--- src/rtl/keypad_scanner_pkg.sv ---
// Shared FSM states, idle-row constant and hex key map for the keypad scanner.
package keypad_scanner_pkg;

  typedef enum logic [1:0] {
    SCAN     = 2'd0,
    DEBOUNCE = 2'd1,
    PRESSED  = 2'd2,
    RELEASE  = 2'd3
  } state_t;

  localparam logic [3:0] ROW_NONE = 4'b1111;

  // Board legend: r0: 1 2 3 A | r1: 4 5 6 B | r2: 7 8 9 C | r3: 0 F E D
  function automatic logic [3:0] kp_map(input logic [1:0] row, input logic [1:0] col);
    logic [3:0] code;
    code = 4'h0;
    case ({row, col})
      4'h0: code = 4'h1;
      4'h1: code = 4'h2;
      4'h2: code = 4'h3;
      4'h3: code = 4'hA;
      4'h4: code = 4'h4;
      4'h5: code = 4'h5;
      4'h6: code = 4'h6;
      4'h7: code = 4'hB;
      4'h8: code = 4'h7;
      4'h9: code = 4'h8;
      4'hA: code = 4'h9;
      4'hB: code = 4'hC;
      4'hC: code = 4'h0;
      4'hD: code = 4'hF;
      4'hE: code = 4'hE;
      4'hF: code = 4'hD;
      default: code = 4'h0;
    endcase
    return code;
  endfunction

endpackage

--- src/rtl/keypad_scanner_scan_tick_gen.sv ---
// Free-running divider: 1-clk tick on the last clk of every CLK_XTAL/CLK_SCAN period.
// Latency: first tick on clk PERIOD after reset; no backpressure, tick is never held off.
module scan_tick_gen #(
  parameter int CLK_XTAL = 50000000,
  parameter int CLK_SCAN = 1000
) (
  input  logic clk,
  input  logic rst,
  output logic tick
);

  localparam int PERIOD = CLK_XTAL / CLK_SCAN;
  localparam int W      = (PERIOD > 1) ? $clog2(PERIOD) : 1;
  localparam logic [W-1:0] LAST = W'(PERIOD - 1);

  logic [W-1:0] cnt;

  assign tick = (cnt == LAST);

  always_ff @(posedge clk or posedge rst) begin
    if (rst) begin
      cnt <= '0;
    end else if (tick) begin
      cnt <= '0;
    end else begin
      cnt <= cnt + W'(1);
    end
  end

endmodule

--- src/rtl/keypad_scanner.sv ---
// 4x4 keypad scanner: synced rows, one column per tick, debounced press/release, last-4-key register.
// Latency: DEBOUNCE_SCANS-1 ticks after first stable sample +1 clk; no backpressure, key_valid is a bare pulse.
module keypad_scanner
  import keypad_scanner_pkg::*;
#(
  parameter int CLK_XTAL       = 50000000,
  parameter int CLK_SCAN       = 1000,
  parameter int DEBOUNCE_SCANS = 4
) (
  input  logic        clk,
  input  logic        rst,
  input  logic [3:0]  rows,
  output logic [3:0]  cols,
  output logic [3:0]  key_code,
  output logic        key_valid,
  output logic        key_held,
  output logic [15:0] digits
);

  localparam int CNT_W = $clog2(DEBOUNCE_SCANS + 1);
  localparam logic [CNT_W-1:0] CNT_DONE = CNT_W'(DEBOUNCE_SCANS);

  logic             scan_tick;
  logic [3:0]       sync_a, sync_b;
  state_t           state, state_nxt;
  logic [1:0]       col, col_nxt;
  logic [1:0]       row_lat, row_lat_nxt;
  logic [CNT_W-1:0] cnt, cnt_nxt, cnt_inc;
  logic [1:0]       row_act;
  logic             row_hit, row_up;
  logic             accept, release_done;
  logic [3:0]       code;

  scan_tick_gen #(
    .CLK_XTAL (CLK_XTAL),
    .CLK_SCAN (CLK_SCAN)
  ) u_tick (
    .clk  (clk),
    .rst  (rst),
    .tick (scan_tick)
  );

  assign cols    = ~(4'b0001 << col);
  assign cnt_inc = cnt + CNT_W'(1);
  assign row_up  = sync_b[row_lat];
  assign code    = kp_map(row_lat_nxt, col);

  always_ff @(posedge clk or posedge rst) begin
    if (rst) begin
      sync_a <= ROW_NONE;
      sync_b <= ROW_NONE;
    end else begin
      sync_a <= rows;
      sync_b <= sync_a;
    end
  end

  // Lowest-index low row wins when several keys share the driven column.
  always_comb begin
    row_hit = (sync_b != ROW_NONE);
    row_act = 2'd0;
    for (int r = 3; r >= 0; r--) begin
      if (!sync_b[r]) row_act = 2'(r);
    end
  end

  always_ff @(posedge clk or posedge rst) begin
    if (rst) begin
      state   <= SCAN;
      col     <= 2'd0;
      row_lat <= 2'd0;
      cnt     <= '0;
    end else begin
      state   <= state_nxt;
      col     <= col_nxt;
      row_lat <= row_lat_nxt;
      cnt     <= cnt_nxt;
    end
  end

  always_comb begin
    state_nxt    = state;
    col_nxt      = col;
    row_lat_nxt  = row_lat;
    cnt_nxt      = cnt;
    accept       = 1'b0;
    release_done = 1'b0;
    if (scan_tick) begin
      case (state)
        SCAN: begin
          if (row_hit) begin
            row_lat_nxt = row_act;
            cnt_nxt     = CNT_W'(1);
            if (DEBOUNCE_SCANS == 1) begin
              state_nxt = PRESSED;
              accept    = 1'b1;
            end else begin
              state_nxt = DEBOUNCE;
            end
          end else begin
            col_nxt = col + 2'd1;
          end
        end
        DEBOUNCE: begin
          if (row_hit && (row_act == row_lat)) begin
            cnt_nxt = cnt_inc;
            if (cnt_inc == CNT_DONE) begin
              state_nxt = PRESSED;
              accept    = 1'b1;
            end
          end else begin
            state_nxt = SCAN;
            col_nxt   = col + 2'd1;
          end
        end
        PRESSED: begin
          if (row_up) begin
            cnt_nxt = CNT_W'(1);
            if (DEBOUNCE_SCANS == 1) begin
              state_nxt    = SCAN;
              release_done = 1'b1;
              col_nxt      = col + 2'd1;
            end else begin
              state_nxt = RELEASE;
            end
          end
        end
        RELEASE: begin
          if (row_up) begin
            cnt_nxt = cnt_inc;
            if (cnt_inc == CNT_DONE) begin
              state_nxt    = SCAN;
              release_done = 1'b1;
              col_nxt      = col + 2'd1;
            end
          end else begin
            state_nxt = PRESSED;
          end
        end
        default: state_nxt = SCAN;
      endcase
    end
  end

  always_ff @(posedge clk or posedge rst) begin
    if (rst) begin
      key_code  <= 4'h0;
      key_valid <= 1'b0;
      key_held  <= 1'b0;
      digits    <= 16'h0000;
    end else begin
      key_valid <= accept;
      if (accept) begin
        key_code <= code;
        digits   <= {digits[11:0], code};
        key_held <= 1'b1;
      end else if (release_done) begin
        key_held <= 1'b0;
      end
    end
  end

endmodule
--- config.mk ---
export PLATFORM = sky130hd
export DESIGN_NAME = keypad_scanner
export DESIGN_NICKNAME = d
export VERILOG_FILES = /design/src/rtl/keypad_scanner_pkg.sv /design/src/rtl/keypad_scanner_scan_tick_gen.sv /design/src/rtl/keypad_scanner.sv
export SDC_FILE = /design/constraint.sdc
export NUM_CORES = 1
export LEC_CHECK = 0
export CAP_MARGIN = 20
export CORE_ASPECT_RATIO = 1.75
export CORE_UTILIZATION = 35
export DETAILED_ROUTE_END_ITERATION = 7
export PLACE_DENSITY = 0.65
export SETUP_SLACK_MARGIN = 0.05
export SKIP_CTS_REPAIR_TIMING = 1
export SLEW_MARGIN = 20
export SYNTH_ARGS = -nofsm -noshare
export SYNTH_HDL_FRONTEND = slang
export SYNTH_SLANG_ARGS = --single-unit
--- constraint.sdc ---
create_clock -name clk -period 5.1 [get_ports clk]
set_input_delay 0.765 -clock clk [delete_from_list [all_inputs] [get_ports clk]]
set_output_delay 0.765 -clock clk [all_outputs]
set_load 0.02 [all_outputs]
==> impl_summary.md <==
Floorplan
The number of standard-cell rows in the floorplan is 40. The floorplan step set the die height to approximately 120 um. The die span in x is 66.7 um. The area of the placeable core is 6960 sq um.

Pin placement for this block handled 32 I/O pins. The floorplan step defined a die boundary enclosing 7680 sq um. Once the floorplan was initialized, standard cells occupied 36.8% of the core.

Placed design
The routability congestion estimate from global placement is slightly above 0.8. Port buffering added 31 buffers. Detailed placement ended at an HPWL of 3480 um. After detailed placement, the total cell area comes to between 2000 and 3000 sq um.

Finish
With fillers left out, the area of the finished cells amounts to 3070 sq um. At the end of the flow the core is filled with cells to between 40% and 50%. The fraction of final layout cells with drive strength greater than 1 is 10.0%.

The number of diodes added for antenna fixing is 0. The layout overhead on the synthesized area is 19.7%. The number of nets in the final layout is 294.

Synthesis
The instance count of the mapped netlist is between 200 and 300. The number of flops mapped to enable cells by yosys is 0. The number of library cell types mapped by synthesis is between 50 and 60. The leading register cell type out of synthesis is dfrtp_1. The async set or reset register ratio after synthesis is between 90% and 100%.

The number of warnings issued by yosys is 0. The average cell area after synthesis is between 10 and 15 sq um. The proportion of synthesized chip area in sequential cells is about half. The post-synthesis sequential element count is 51.

The synthesized netlist occupies a cell area of 2560 sq um. When the netlist entered floorplanning its net count stood at around 270.

Route
In the final routed layout, each cell accounts on average for 13.0 um. The violation count after the first detailed-routing iteration is 48. The count of nets left with antenna violations once routing finished came out at 0. Dividing the detail-routed via count by the number of cells gives about 5. The total number of vias is between 1500 and 2000. The wire length reported by the detailed router is 4730 um.

In the routed design, unresolved DRC markers number 0. The number of search-and-repair iterations in the first detailed-routing pass is 4.

Timing
The remaining max-slew budget at the tightest pin is between 40% and 50%. The final clock period utilization by the worst path is between 40% and 50%. The final-report max-slew violation count was 0. The upper clock frequency limit is around 0.4 GHz. The post-layout minimum cycle time is approximately 2500 ps. For the final routed database, the setup TNS stands at 0 ps. Setup violations remaining at the end of the flow were counted as 0.

Setup repair after global routing left no endpoint under its margin. The final hold violation count came to 0. The worst-margin pin slew is around 850 ps. For the final database, setup skew stands at 6.09 ps.

CTS
The root buffer cell chosen for the clock tree is clkbuf_16. The clock passes through at most 2 buffers. The clock sink count is between 50 and 60. The TritonCTS clock tree is done. The maximum level of the CTS H-tree is 2. The later pin in the worst-skew pair is clocked with a latency of between 200 and 300 ps. The number of CTS-inserted buffers is 5. The clock-pin slew on the worst setup and hold paths is 60 ps.

GRT
The global-route wire length before repair is 7980 um. After global routing the overflow that remains totals 0. Entering global routing, the biggest net connects 52 pins. The via count of the first global-routing pass is between 1500 and 2000. The initial antenna violation count is 0.

The overall track demand over capacity in global routing is between 10% and 20%.

Critical path
The peak fanout along the critical path is 5. The endpoint required time on the critical path is around 4300 ps. STA classifies the critical path endpoint as a primary output. For the worst setup path, the data arrival time is 1730 ps.

The worst setup path is of the reg2out kind. Setup slack on the worst reg-to-reg path comes out at 2670 ps. The worst setup path is launched from a flip-flop. For the worst flop-to-flop path, the logic depth is 7.

Pwr
The power per cell area is ~260 nW/um^2. In this run the static leakage power is about 1.4 nW. VDD sags by at most 0.143 mV.

Hold path
The number of cells on the worst hold path is 0. The path class of the tightest hold or removal check is reg2reg.

Job
Max-cap violations in this run came to 0.

Run status
The flow ran to the end, and the final reports show no timing, DRC or antenna violations.
==> synth_stat cells (all sizes together) (5+ instances only) <==
library cell	n	area, sq um
nor2	15	56.3
dfrtp	43	1080
nand4	6	37.5
nor4	5	43.8
xnor2	5	43.8
dfstp	8	210
o21ai	7	35.0
nand3	8	40.0
inv	12	45.0
ha	9	113
buf	10	75.1
nand2	55	206
xor2	10	87.6
and4	5	43.8
==> metrics by stage <==
step | hold WS, ps | cells | power, mW | worst slack (ps)
floorplan | 345 | 253 | 0.431 | 3090
global placement | 347 | 356 | 0.439 | 2770
detailed placement | 347 | 356 | 0.440 | 2650
CTS | 357 | 364 | 0.820 | 2570
global route | 360 | 364 | 0.841 | 2470
finish | 356 | 364 | 0.806 | 2600
==> power by group <==
| group | internal (mW) | switching (mW) | leakage (nW) |
|---|---|---|---|
| registers | 0.410 | 0.00335 | 0.671 |
| clock network | 0.233 | 0.141 | 0.0815 |
| logic | 0.00629 | 0.0114 | 0.630 |
| total | 0.650 | 0.156 | 1.38 |
==> sequential cells by signal, indices dropped and copies added, names as in the netlist <==
register    count
cnt             3
sync_b          4
state           2
u_tick.cnt     16
col             2
key_valid       1
digits         16
key_held        1
sync_a          4
row_lat         2
==> worst max-delay path: stages (launching register included) <==
cell,delay [ps]
dfrtp_1,430
inv_1,130
ha_1,210
inv_1,80
clkdlybuf4s50_1,600
==> worst paths after layout <==
| kind | endpoint | from |
|---|---|---|
| max | cols[0] | col[0] |
| min | sync_b[3] | sync_a[3] |
| max reg2reg | digits[2] | u_tick.cnt[0] |
| min reg2reg | sync_b[3] | sync_a[3] |
| max in group asynchronous | u_tick.cnt[14] | rst |
| min in group asynchronous | col[0] | rst |
==> layer usage <==
metal | GRT usage (%) | up-vias | routed length (um)
met5 | 0 | - | 0
met4 | 10.2 | 0 | 200
met3 | 3.37 | 13 | 150
met2 | 24.3 | 47 | 2510
met1 | 14.0 | 882 | 1870
li1 | - | 920 | -
==> cell usage in the layout, fill, tap and decap left out, types with 3 or more instances in the layout <==
master           instances
clkbuf_16                5
nor2_1                  15
nand4_1                  6
nor2b_1                  4
inv_1                   10
nand2_1                 55
xor2_1                  10
xnor2_1                  5
dfstp_2                  8
ha_1                     9
or3_1                    3
nand3b_1                 3
clkdlybuf4s50_1         31
nor4_1                   3
a31oi_1                  3
nand3_1                  8
o21ai_0                  5
nand2b_1                 3
and4_1                   5
dfrtp_1                 43
==> layout make-up <==
class                           instances  area [sq um]
Timing Repair Buffer                   32           318
Tap cell                               84           105
Fill cell                             688          3890
Clock buffer                            6           129
Multi-Input combinational cell        177          1140
Clock inverter                          2          38.8
Inverter                               12          46.3
Sequential cell                        51          1290
==> cells by family (layout without fill, tap and decap cells) <==
family	after synthesis	after routing	synth area share, %
compound gates	27	27	7.52
xor+xnor	15	15	5.13
fa+ha+maj	9	9	4.40
buf+inv	25	52	5.18
flops	51	51	50.2
mux	3	3	1.76
simple gates	123	123	25.8
(Power assumes the default switching activity.)
